[config.mk]
export PLATFORM = sky130hd
export DESIGN_NAME = cpu_bus_seq
export DESIGN_NICKNAME = d
export VERILOG_FILES = /design/src/rtl/cpu_bus_pkg.sv /design/src/rtl/cpu_wait_timer.sv /design/src/rtl/cpu_bus_seq.sv
export SDC_FILE = /design/constraint.sdc
export NUM_CORES = 1
export LEC_CHECK = 0
export ABC_AREA = 1
export BUFFER_PORTS_ARGS = -buffer_cell sky130_fd_sc_hd__buf_2
export CAP_MARGIN = 20
export CORE_MARGIN = 3
export CORE_UTILIZATION = 47
export DETAILED_ROUTE_END_ITERATION = 8
export PLACE_DENSITY_LB_ADDON = 0.3
export SYNTH_ARGS = -nofsm -noshare
export SYNTH_HDL_FRONTEND = slang
export SYNTH_HIERARCHICAL = 1
export SYNTH_SLANG_ARGS = --single-unit
[constraint.sdc]
create_clock -name clk -period 1.6 [get_ports clk]
set_input_delay 0.08 -clock clk [delete_from_list [all_inputs] [get_ports clk]]
set_output_delay 0.08 -clock clk [all_outputs]
set_load 0.005 [all_outputs]
[src/rtl/cpu_bus_pkg.sv]
// Shared encodings for the CPU bus-cycle sequencer: bus operations and T-state phases.
package cpu_bus_pkg;

  typedef logic [1:0] bus_op_t;

  localparam bus_op_t BUS_IDLE  = 2'b00;
  localparam bus_op_t BUS_FETCH = 2'b01;
  localparam bus_op_t BUS_WRITE = 2'b10;
  localparam bus_op_t BUS_READ  = 2'b11;

  typedef enum logic [1:0] {
    PH_T0,
    PH_HOLD,
    PH_DATA,
    PH_END
  } ct_phase_t;

endpackage

[src/rtl/cpu_wait_timer.sv]
// Saturating stall counter; expire rises once WAIT_MAX stall clocks have been counted.
module cpu_wait_timer #(
  parameter int WAIT_MAX = 15
) (
  input  logic clk,
  input  logic rst,
  input  logic clear,
  input  logic load,
  input  logic step,
  output logic expire
);

  localparam int CW = (WAIT_MAX > 0) ? $clog2(WAIT_MAX + 1) : 1;
  localparam logic [CW-1:0] LIMIT = CW'(WAIT_MAX);

  logic [CW-1:0] cnt;

  // load marks the first stall clock, so counting starts at one
  always_ff @(posedge clk) begin
    if (rst || clear) begin
      cnt <= '0;
    end else if (load) begin
      cnt <= CW'(1);
    end else if (step && (cnt != LIMIT)) begin
      cnt <= cnt + 1'b1;
    end
  end

  assign expire = (cnt == LIMIT);

endmodule

[src/rtl/cpu_bus_seq.sv]
// Bus-cycle sequencer: splits each M-cycle into CT_N T-states and drives the external bus.
// Define CPU_BUS_WAIT_EN to add the ready input with stall/timeout handling.
module cpu_bus_seq
  import cpu_bus_pkg::*;
#(
  parameter int AW       = 16,
  parameter int DW       = 8,
  parameter int CT_N     = 4,
  parameter int MCW      = 3,
  parameter int WAIT_MAX = 15
) (
  input  logic                    clk,
  input  logic                    rst,
  input  logic [1:0]              bus_op,
  input  logic [AW-1:0]           ab,
  input  logic [DW-1:0]           db_wr,
  input  logic                    next,
  input  logic [DW-1:0]           din,
`ifdef CPU_BUS_WAIT_EN
  input  logic                    ready,
`endif
  output logic [AW-1:0]           a,
  output logic [DW-1:0]           dout,
  output logic                    rd,
  output logic                    wr,
  output logic                    phi,
  output logic [$clog2(CT_N)-1:0] ct,
  output logic [MCW-1:0]          m_cycle,
  output logic [DW-1:0]           opcode,
  output logic [DW-1:0]           rd_data,
  output logic                    rd_valid,
  output logic                    mc_end,
  output logic                    stall,
  output logic                    bus_err
);

  localparam int CTW = $clog2(CT_N);
  localparam logic [CTW-1:0] CT_DATA = CTW'(CT_N / 2);
  localparam logic [CTW-1:0] CT_LAST = CTW'(CT_N - 1);

  ct_phase_t phase;
  bus_op_t   op_q;
  logic      hold;

  always_comb begin
    phase = PH_HOLD;
    if (ct == '0) begin
      phase = PH_T0;
    end else if (ct == CT_DATA) begin
      phase = PH_DATA;
    end else if (ct == CT_LAST) begin
      phase = PH_END;
    end
  end

`ifdef CPU_BUS_WAIT_EN
  logic expire;
  logic wait_cond;
  logic stall_q;
  logic err_q;

  // Idle cycles have no data transfer, so they never wait on the bus
  assign wait_cond = (phase == PH_DATA) && (op_q != BUS_IDLE) && !ready;
  assign hold      = wait_cond && !expire;

  cpu_wait_timer #(
    .WAIT_MAX(WAIT_MAX)
  ) u_wait_timer (
    .clk   (clk),
    .rst   (rst),
    .clear (!hold),
    .load  (hold && !stall_q),
    .step  (hold && stall_q),
    .expire(expire)
  );

  always_ff @(posedge clk) begin
    if (rst) begin
      stall_q <= 1'b0;
      err_q   <= 1'b0;
    end else begin
      stall_q <= hold;
      if (wait_cond && expire) begin
        err_q <= 1'b1;
      end
    end
  end

  assign stall   = stall_q;
  assign bus_err = err_q;
`else
  logic unused_wait_max;
  assign unused_wait_max = (WAIT_MAX > 0);
  assign hold    = 1'b0;
  assign stall   = 1'b0;
  assign bus_err = 1'b0;
`endif

  // While held in the data phase every output, including rd and phi, keeps its value
  always_ff @(posedge clk) begin
    if (rst) begin
      ct       <= '0;
      op_q     <= BUS_IDLE;
      a        <= '0;
      dout     <= '0;
      rd       <= 1'b0;
      wr       <= 1'b0;
      phi      <= 1'b0;
      m_cycle  <= '0;
      opcode   <= '0;
      rd_data  <= '0;
      rd_valid <= 1'b0;
      mc_end   <= 1'b0;
    end else begin
      rd_valid <= 1'b0;
      mc_end   <= 1'b0;
      if (!hold) begin
        ct <= (ct == CT_LAST) ? '0 : ct + 1'b1;
      end
      case (phase)
        PH_T0: begin
          a    <= ab;
          op_q <= bus_op;
          rd   <= (bus_op == BUS_FETCH) || (bus_op == BUS_READ);
          wr   <= 1'b0;
          phi  <= 1'b1;
        end
        PH_DATA: begin
          if (!hold) begin
            rd  <= 1'b0;
            phi <= 1'b0;
            case (op_q)
              BUS_WRITE: begin
                wr   <= 1'b1;
                dout <= db_wr;
              end
              BUS_FETCH: opcode <= din;
              BUS_READ: begin
                rd_data  <= din;
                rd_valid <= 1'b1;
              end
              default: ;
            endcase
          end
        end
        PH_END: begin
          rd      <= 1'b0;
          wr      <= 1'b0;
          dout    <= '0;
          mc_end  <= 1'b1;
          m_cycle <= next ? m_cycle + 1'b1 : '0;
        end
        default: ;
      endcase
    end
  end

endmodule

==> results.cfg, run 1 <==
[outcome]
status = complete, but fails checks
failed_checks = negative hold slack

[setup_path]
rr_startpoint = ct[1]
setup.worst_path.end = dout[2]
crit_required_ns = 1.80
ff2ff_path_depth = 6
rr_endpoint = dout[2]
critPathLaunchType = flop
crit_arrival_ns = 1.60
crit_start = ct[1]
crit_fanout = 16
crit_type = reg2reg
r2r_slack_ns = 0.20
end_kind = flop

[floorplanning]
fp.coreArea_um2 = 4410
initial_core_util_pct = 49.3
io_pins = 89
fp.dieH_um = 74.1
dieArea_um2 = 5490
die_w_um = 74.1
placementRows = 24

[yosys]
syn_area_um2 = 2180
synth_top_area_share_pct = 47.8
async_reset_ff_share_pct = 0
ys_warn_count = 6
synth_top_cells_by_area = dfxtp_1 48%, nor2_1 13%, nand2_1 6.0%, inv_1 5.3%, a21oi_1 4.6%
seq_area_frac_synth_pct = 47.8
synth_largest_area_cell = dfxtp_1
yosys_most_used_dff = dfxtp_1
avgSynthCellArea_um2 = 7.56
ys_ff_latch = 52
synth_cell_types = 24
synth_cells = 288
synth_edf_count = 0

[timing]
rsz0062_at_grt = false
fin_setup_tns_ns = 0
post-route-period-util_pct = 87.7
min_period_ns = 1.40
setup_viol = 0
holdWs_ns = -0.00160
skew_ns = 0.00583
hold_viol_final = 1
setup_ws_ns = 0.196
slew_viol_final = 0
fmax_mhz = 712

[global_routing]
antenna_found_initial = 0
grt_pass1_vias = 1835
grt_pass1_wl_um = 8150
track_usage_pct = 18.9
grt-ovfl-total = 0
grt_max_degree = 24

[drt]
first_pass_iters = 5
wl_per_cell_um = 11.6
num_vias = 2070
drtIter0Drc = 102
remaining_drc_errors = 0
drt-total-wl_um = 5020
ant_nets = 0
routed_via_density = 4.79

[cells_and_area]
syn_to_final_growth_pct = 28.4
layout.nets = 425
antenna_cells = 0
layout-drive-gt1-share_pct = 28.7
layout_common_cells = 86 x buf_2, 73 x nor2_1, 52 x dfxtp_1
layout_commonest_cell = buf_2

[power_and_ir_drop]
p_leak_nw = 1.49
powerDensity_nw_per_um2 = 1040
peakVddDrop_uv = 650

[place]
dpl.hpwl_um = 3660
pre_cts_slack_ns = 0.231
portBuffers = 86
gp_congestion = 0.847

[clock_network]
clock-root-buffer = clkbuf_8
clock_latency_ns = 0.30
numCtsBuffers = 5
postCtsSetupBuffers = 0
cts_tree = yes
cts_max_path_buffers = 2
cts_sinks = 52
holdBufCountCts = 6
htree_levels = 2
cts_resized = 0
clk_pin_slew_ns = 0.08

[min_path]
worst_hold_path_type = in2reg

[run]
maxCapViolCount = 0
## worst min path at each step
stage,start,end,slack [ns],cells after the start
2_1_floorplan,rst,ct[0],0.15,1
3_5_place_dp,ab[8],a[8],0.31,3
3_3_place_gp,ab[13],a[13],0.30,3
6_report,ab[3],a[3],-0.002,3
5_1_grt,ab[3],a[3],0.002,3
4_1_cts,ab[3],a[3],0.0008,3
## state kept, by name, summed over array words and instances, names as in the netlist
name	cells
rd	1
ct	2
phi	1
op_q	2
mc_end	1
dout	8
rd_valid	1
opcode	8
rd_data	8
wr	1
a	16
m_cycle	3
## report_power, final
group	switching (W)	internal [W]
Clock	0.000400	0.000449
Combinational	0.000319	0.000255
Sequential	0.0000681	0.00141
## metal layers
layer,track usage [%],vias up,wire (um)
met2,31.5,59,2410
li1,-,1083,-
met4,4.23,0,47
met5,0,-,0
met3,6.08,6,426
met1,23.9,922,2130
## synthesized netlist by cell type, drive strengths merged, types with 2 or more instances
cell type,n
nor3,4
buf,12
ha,7
nand4,8
clkinv,2
nor2,74
inv,32
dfxtp,52
nand2,37
nand3,12
a21oi,20
o21ai,20
clkbuf,4
## worst max-delay path, stage by stage, from the launching register on
cell and delay (ns):
dfxtp_1 0.42, ha_1 0.28, inv_1 0.09, nand2_2 0.26, nand3_1 0.13, nand2_1 0.08
nor2_1 0.04
## kinds of logic (layout without fill, tap and decap cells)
logic type	count (synthesis)	after routing	synth area share, %
compound gates	40	40	9.19
xor+xnor	1	1	0.402
fa+ha+maj	7	7	4.02
buf+inv	50	141	10.9
flops	52	52	47.8
other cells	1	2	0.172
simple gates	137	137	27.6
## area by class of cell
| type | count | area (um^2) |
|---|---|---|
| multi-input cells | 187 | 905 |
| clock inverters | 1 | 30.0 |
| clock buffers | 5 | 68.8 |
| flip-flops and latches | 52 | 1040 |
| inverters | 34 | 130 |
| well taps | 52 | 65.1 |
| repair buffers | 101 | 558 |
| fillers | 415 | 1620 |
## metrics by stage
| stage | util, % | hold slack [ns] | cell area [um^2] | power, W | std cells |
|---|---|---|---|---|---|
| 4_1_cts | 63.4 | 0.000755 | 2800 | 0.00293 | 432 |
| 2_1_floorplan | - | 0.151 | 2180 | 0.00185 | 289 |
| 3_3_place_gp | 59.8 | 0.302 | 2640 | 0.00206 | 420 |
| 5_1_grt | 63.4 | 0.00238 | 2800 | 0.00306 | 432 |
| 6_report | 63.4 | -0.00160 | 2800 | 0.00290 | 432 |
| 3_5_place_dp | 59.8 | 0.307 | 2640 | 0.00207 | 420 |
No activity file was read; power rests on OpenSTA's default activity.
==> run 2: changes to the inputs <==
--- a/config.mk
+++ b/config.mk
@@ -12,6 +12,7 @@
 export CORE_UTILIZATION = 47
 export DETAILED_ROUTE_END_ITERATION = 8
 export PLACE_DENSITY_LB_ADDON = 0.3
+export REMOVE_ABC_BUFFERS = 1
 export SYNTH_ARGS = -nofsm -noshare
 export SYNTH_HDL_FRONTEND = slang
 export SYNTH_HIERARCHICAL = 1
==> results.cfg, run 2 (synthesis results as in run 1) <==
[outcome]
status = complete, no violations

[place]
dp.cells = 420
pre_cts_slack_ns = 0.212
portBuffers = 86
gp_congestion = 0.793
placed_area_um2 = 2640
dpl.hpwl_um = 3500

[setup_path]
crit_fanout = 10
end_kind = flop
max_stage_delay_ns = 0.43
crit_buf_inv = 1
crit_chain = ha_1, buf_4, nand3_2, nand2_1, a21oi_1
critPathLaunchType = flop
crit_arrival_ns = 1.57
crit_required_ns = 1.79
cp_slowest_cell = dfxtp_1
crit_type = reg2reg
cp_top_family = flip-flops

[global_routing]
grt_pass1_wl_um = 8560
grt_max_degree = 22
antenna_found_initial = 0
track_usage_pct = 20.0
grt_pass1_vias = 1927
grt-ovfl-total = 0

[timing]
holdWs_ns = 0.00626
hold_viol_final = 0
skew_ns = 0.00755
slew_viol_final = 0
rsz0062_at_grt = false
post-route-period-util_pct = 86.7
min_period_ns = 1.39
fmax_mhz = 721
setup_ws_ns = 0.213
fin_setup_tns_ns = 0
setup_viol = 0

[clock_network]
numCtsBuffers = 5
clock_latency_ns = 0.31
cts_tree = yes
cts_sinks = 52
cts_max_path_buffers = 2
clk_pin_slew_ns = 0.10
clock-root-buffer = clkbuf_8
htree_levels = 2

[floorplanning]
fp.coreArea_um2 = 4410
fp.dieH_um = 74.1
placementRows = 24
dieArea_um2 = 5490
io_pins = 89
initial_core_util_pct = 49.3
die_w_um = 74.1

[power_and_ir_drop]
p_leak_nw = 1.54
peakVddDrop_uv = 608
powerDensity_nw_per_um2 = 1020

[cells_and_area]
syn_to_final_growth_pct = 33.6
fill_cells = 376
antenna_cells = 0
layout_common_cells = 86 x buf_2, 73 x nor2_1, 52 x dfxtp_1
final_cells = 444
top_register = a
layout_commonest_cell = buf_2
largest_reg_flops = 16
fin_area_um2 = 2910
layout.nets = 435
layout-drive-gt1-share_pct = 28.3

[drt]
num_vias = 2066
ant_nets = 0
first_pass_iters = 4
remaining_drc_errors = 0
wl_per_cell_um = 11.7
drtIter0Drc = 80
drt-total-wl_um = 5170
routed_via_density = 4.65

[min_path]
worst_hold_path_type = in2reg

[run]
maxCapViolCount = 0
==> run 2: changes by cell type in the layout (fill, tap and decap cells not counted), sizes merged <==
cell | previous run | this run
clkinv | 2 | 3
clkinvlp | 0 | 1
dlygate4sd3 | 6 | 16
==> run 2: tightest hold or removal path, cell delays in order <==
cell and delay (ns):
buf_2 0.08, nor2_1 0.04, nor2_1 0.09
==> run 2: report_power, final <==
| group | switching, W | total, W | leakage (nW) | internal (W) |
|---|---|---|---|---|
| combinational | 0.000325 | 0.000595 | 1.06 | 0.000270 |
| clock | 0.000431 | 0.000894 | 0.0541 | 0.000463 |
| sequential | 0.0000697 | 0.00148 | 0.426 | 0.00141 |
==> run 2: layout make-up <==
class	instances	area (um^2)	share of cell area, %
Inverter	34	130	4.47
Multi-Input combinational cell	187	905	31.1
Sequential cell	52	1040	35.8
Timing Repair Buffer	111	658	22.6
Tap cell	52	65.1	2.24
Clock inverter	3	42.5	1.46
Clock buffer	5	68.8	2.36
==> run 2: layer usage <==
metal  GRT usage (%)  wire length [um]
met5               0                 0
met4            6.04                77
met3            6.62               401
met2            34.1              2420
met1            23.9              2280
==> run 2: repair_timing <==
item / CTS / global route
resized for setup: 0 / 0
hold buffers: 15 / 1
hold endpoints to repair: 15 / 1
buffers inserted: 0 / 0
==> run 2: path summary, 6_finish.rpt <==
check | from | endpoint | slack, ns | depth (start not counted)
min | ab[8] | a[8] | 0.006 | 3
max reg2reg | ct[1] | rd_data[6] | 0.21 | 5
max | ct[1] | rd_data[6] | 0.21 | 5
min reg2reg | rd_data[5] | rd_data[5] | 0.47 | 2
==> run 2: stage by stage <==
step / utilization [%] / power [W]
2_1_floorplan: - / 0.00180
3_3_place_gp: 59.8 / 0.00206
3_5_place_dp: 59.8 / 0.00207
4_1_cts: 65.7 / 0.00299
5_1_grt: 65.9 / 0.00315
6_report: 65.9 / 0.00297
==> run 3: changes to the inputs <==
--- a/config.mk
+++ b/config.mk
@@ -11,7 +11,8 @@
 export CORE_MARGIN = 3
 export CORE_UTILIZATION = 47
 export DETAILED_ROUTE_END_ITERATION = 8
-export PLACE_DENSITY_LB_ADDON = 0.3
+export MAX_ROUTING_LAYER = met4
+export PLACE_DENSITY = 0.88
 export REMOVE_ABC_BUFFERS = 1
 export SYNTH_ARGS = -nofsm -noshare
 export SYNTH_HDL_FRONTEND = slang
==> results.cfg, run 3 (synthesis results as in run 1) <==
[outcome]
status = complete, no violations

[cells_and_area]
top_register = a
largest_reg_flops = 16
antenna_cells = 0
layout-drive-gt1-share_pct = 28.8
layout_commonest_cell = buf_2
final_cells = 444
layout.nets = 435
layout_common_cells = 86 x buf_2, 73 x nor2_1, 52 x dfxtp_1
syn_to_final_growth_pct = 35.6

[min_path]
worst_hold_path_type = in2reg
hold_depth = 3

[floorplanning]
dieArea_um2 = 5490
initial_core_util_pct = 49.3
placementRows = 24
die_w_um = 74.1
fp.coreArea_um2 = 4410
fp.dieH_um = 74.1
io_pins = 89

[timing]
setup_ws_ns = 0.222
slew_viol_final = 0
min_period_ns = 1.38
hold_viol_final = 0
skew_ns = 0.00351
post-route-period-util_pct = 86.1
fin_setup_tns_ns = 0
setup_viol = 0
fmax_mhz = 726
rsz0062_at_grt = false

[setup_path]
crit_chain = ha_1, inv_1, nand2_2, nand3_1, nand2_1, nor2_1
crit_buf_inv = 1
ff2ff_path_depth = 6
critPathLaunchType = flop
max_stage_delay_ns = 0.43
cp_top_family = simple AND/OR/NAND/NOR gates
cp.depth = 6
crit_type = reg2reg
cp_slowest_cell = dfxtp_1
crit_required_ns = 1.81
end_kind = flop
crit_fanout = 16
crit_arrival_ns = 1.58

[global_routing]
grt_pass1_wl_um = 8430
grt-ovfl-total = 0
grt_use_met1_pct = 22.9
met2_usage_pct = 34.4
antenna_found_initial = 0
grt_pass1_vias = 1953
track_usage_pct = 20.3
grt_max_degree = 19
top_usage_layer = met2
grtUsageMet3_pct = 4.73

[clock_network]
clk_pin_slew_ns = 0.09
cts_tree = yes
cts_sinks = 52
numCtsBuffers = 5
clock-root-buffer = clkbuf_8
clock_latency_ns = 0.30
htree_levels = 2
cts_max_path_buffers = 2

[place]
dp.cells = 422
pre_cts_slack_ns = 0.237
dpl.hpwl_um = 3730
portBuffers = 86
gp_congestion = 0.880

[power_and_ir_drop]
peakVddDrop_uv = 806
powerDensity_nw_per_um2 = 1110
p_leak_nw = 1.57

[drt]
remaining_drc_errors = 0
wl_per_cell_um = 11.7
first_pass_iters = 4
drt-total-wl_um = 5190
drtIter0Drc = 86
routed_via_density = 4.72
num_vias = 2095
ant_nets = 0

[run]
maxCapViolCount = 0
[run 3: per-stage QoR]
step / cell area [um^2] / total power, W / hold WS [ns] / util, %
floorplan: 2080 / 0.00180 / 0.149 / -
global placement: 2650 / 0.00206 / 0.302 / 60.1
detailed placement: 2650 / 0.00208 / 0.309 / 60.1
CTS: 2950 / 0.00331 / 0.00383 / 66.9
global route: 2950 / 0.00345 / 0.0186 / 66.9
finish: 2950 / 0.00328 / 0.0107 / 66.9
[run 3: path summary, 6_finish.rpt]
kind         startpoint          to  slack, ns
max               ct[1]     dout[0]       0.22
min              ab[15]       a[15]       0.01
max reg2reg       ct[1]     dout[0]       0.22
min reg2reg  rd_data[5]  rd_data[5]       0.47
[run 3: worst min-delay path, cell delays in order]
cell	delay, ns
buf_2	0.08
nor2_1	0.03
nor2_1	0.09
[run 3: where the power goes]
group | leakage [nW] | internal (W) | total [W] | switching, W
Sequential | 0.426 | 0.00141 | 0.00148 | 0.0000687
Combinational | 1.06 | 0.000275 | 0.000603 | 0.000329
Clock | 0.0784 | 0.000781 | 0.00120 | 0.000422
[run 3: routing by layer]
layer,vias to the layer above,share of wire [%]
li1,1098,-
met1,923,42
met2,65,50
met3,9,6.6
met4,0,1.5
met5,-,0
[run 3: cell type report]
cell class,instances,area (um^2)
Fill cell,389,1460
Sequential cell,52,1040
Multi-Input combinational cell,187,905
Timing Repair Buffer,111,653
Inverter,34,130
Clock inverter,3,90.1
Clock buffer,5,68.8
Tap cell,52,65.1
[run 3: what timing repair did]
item,CTS,global route
hold endpoints to repair,14,0
resized for setup,0,0
buffers inserted,0,0
hold buffers,14,0
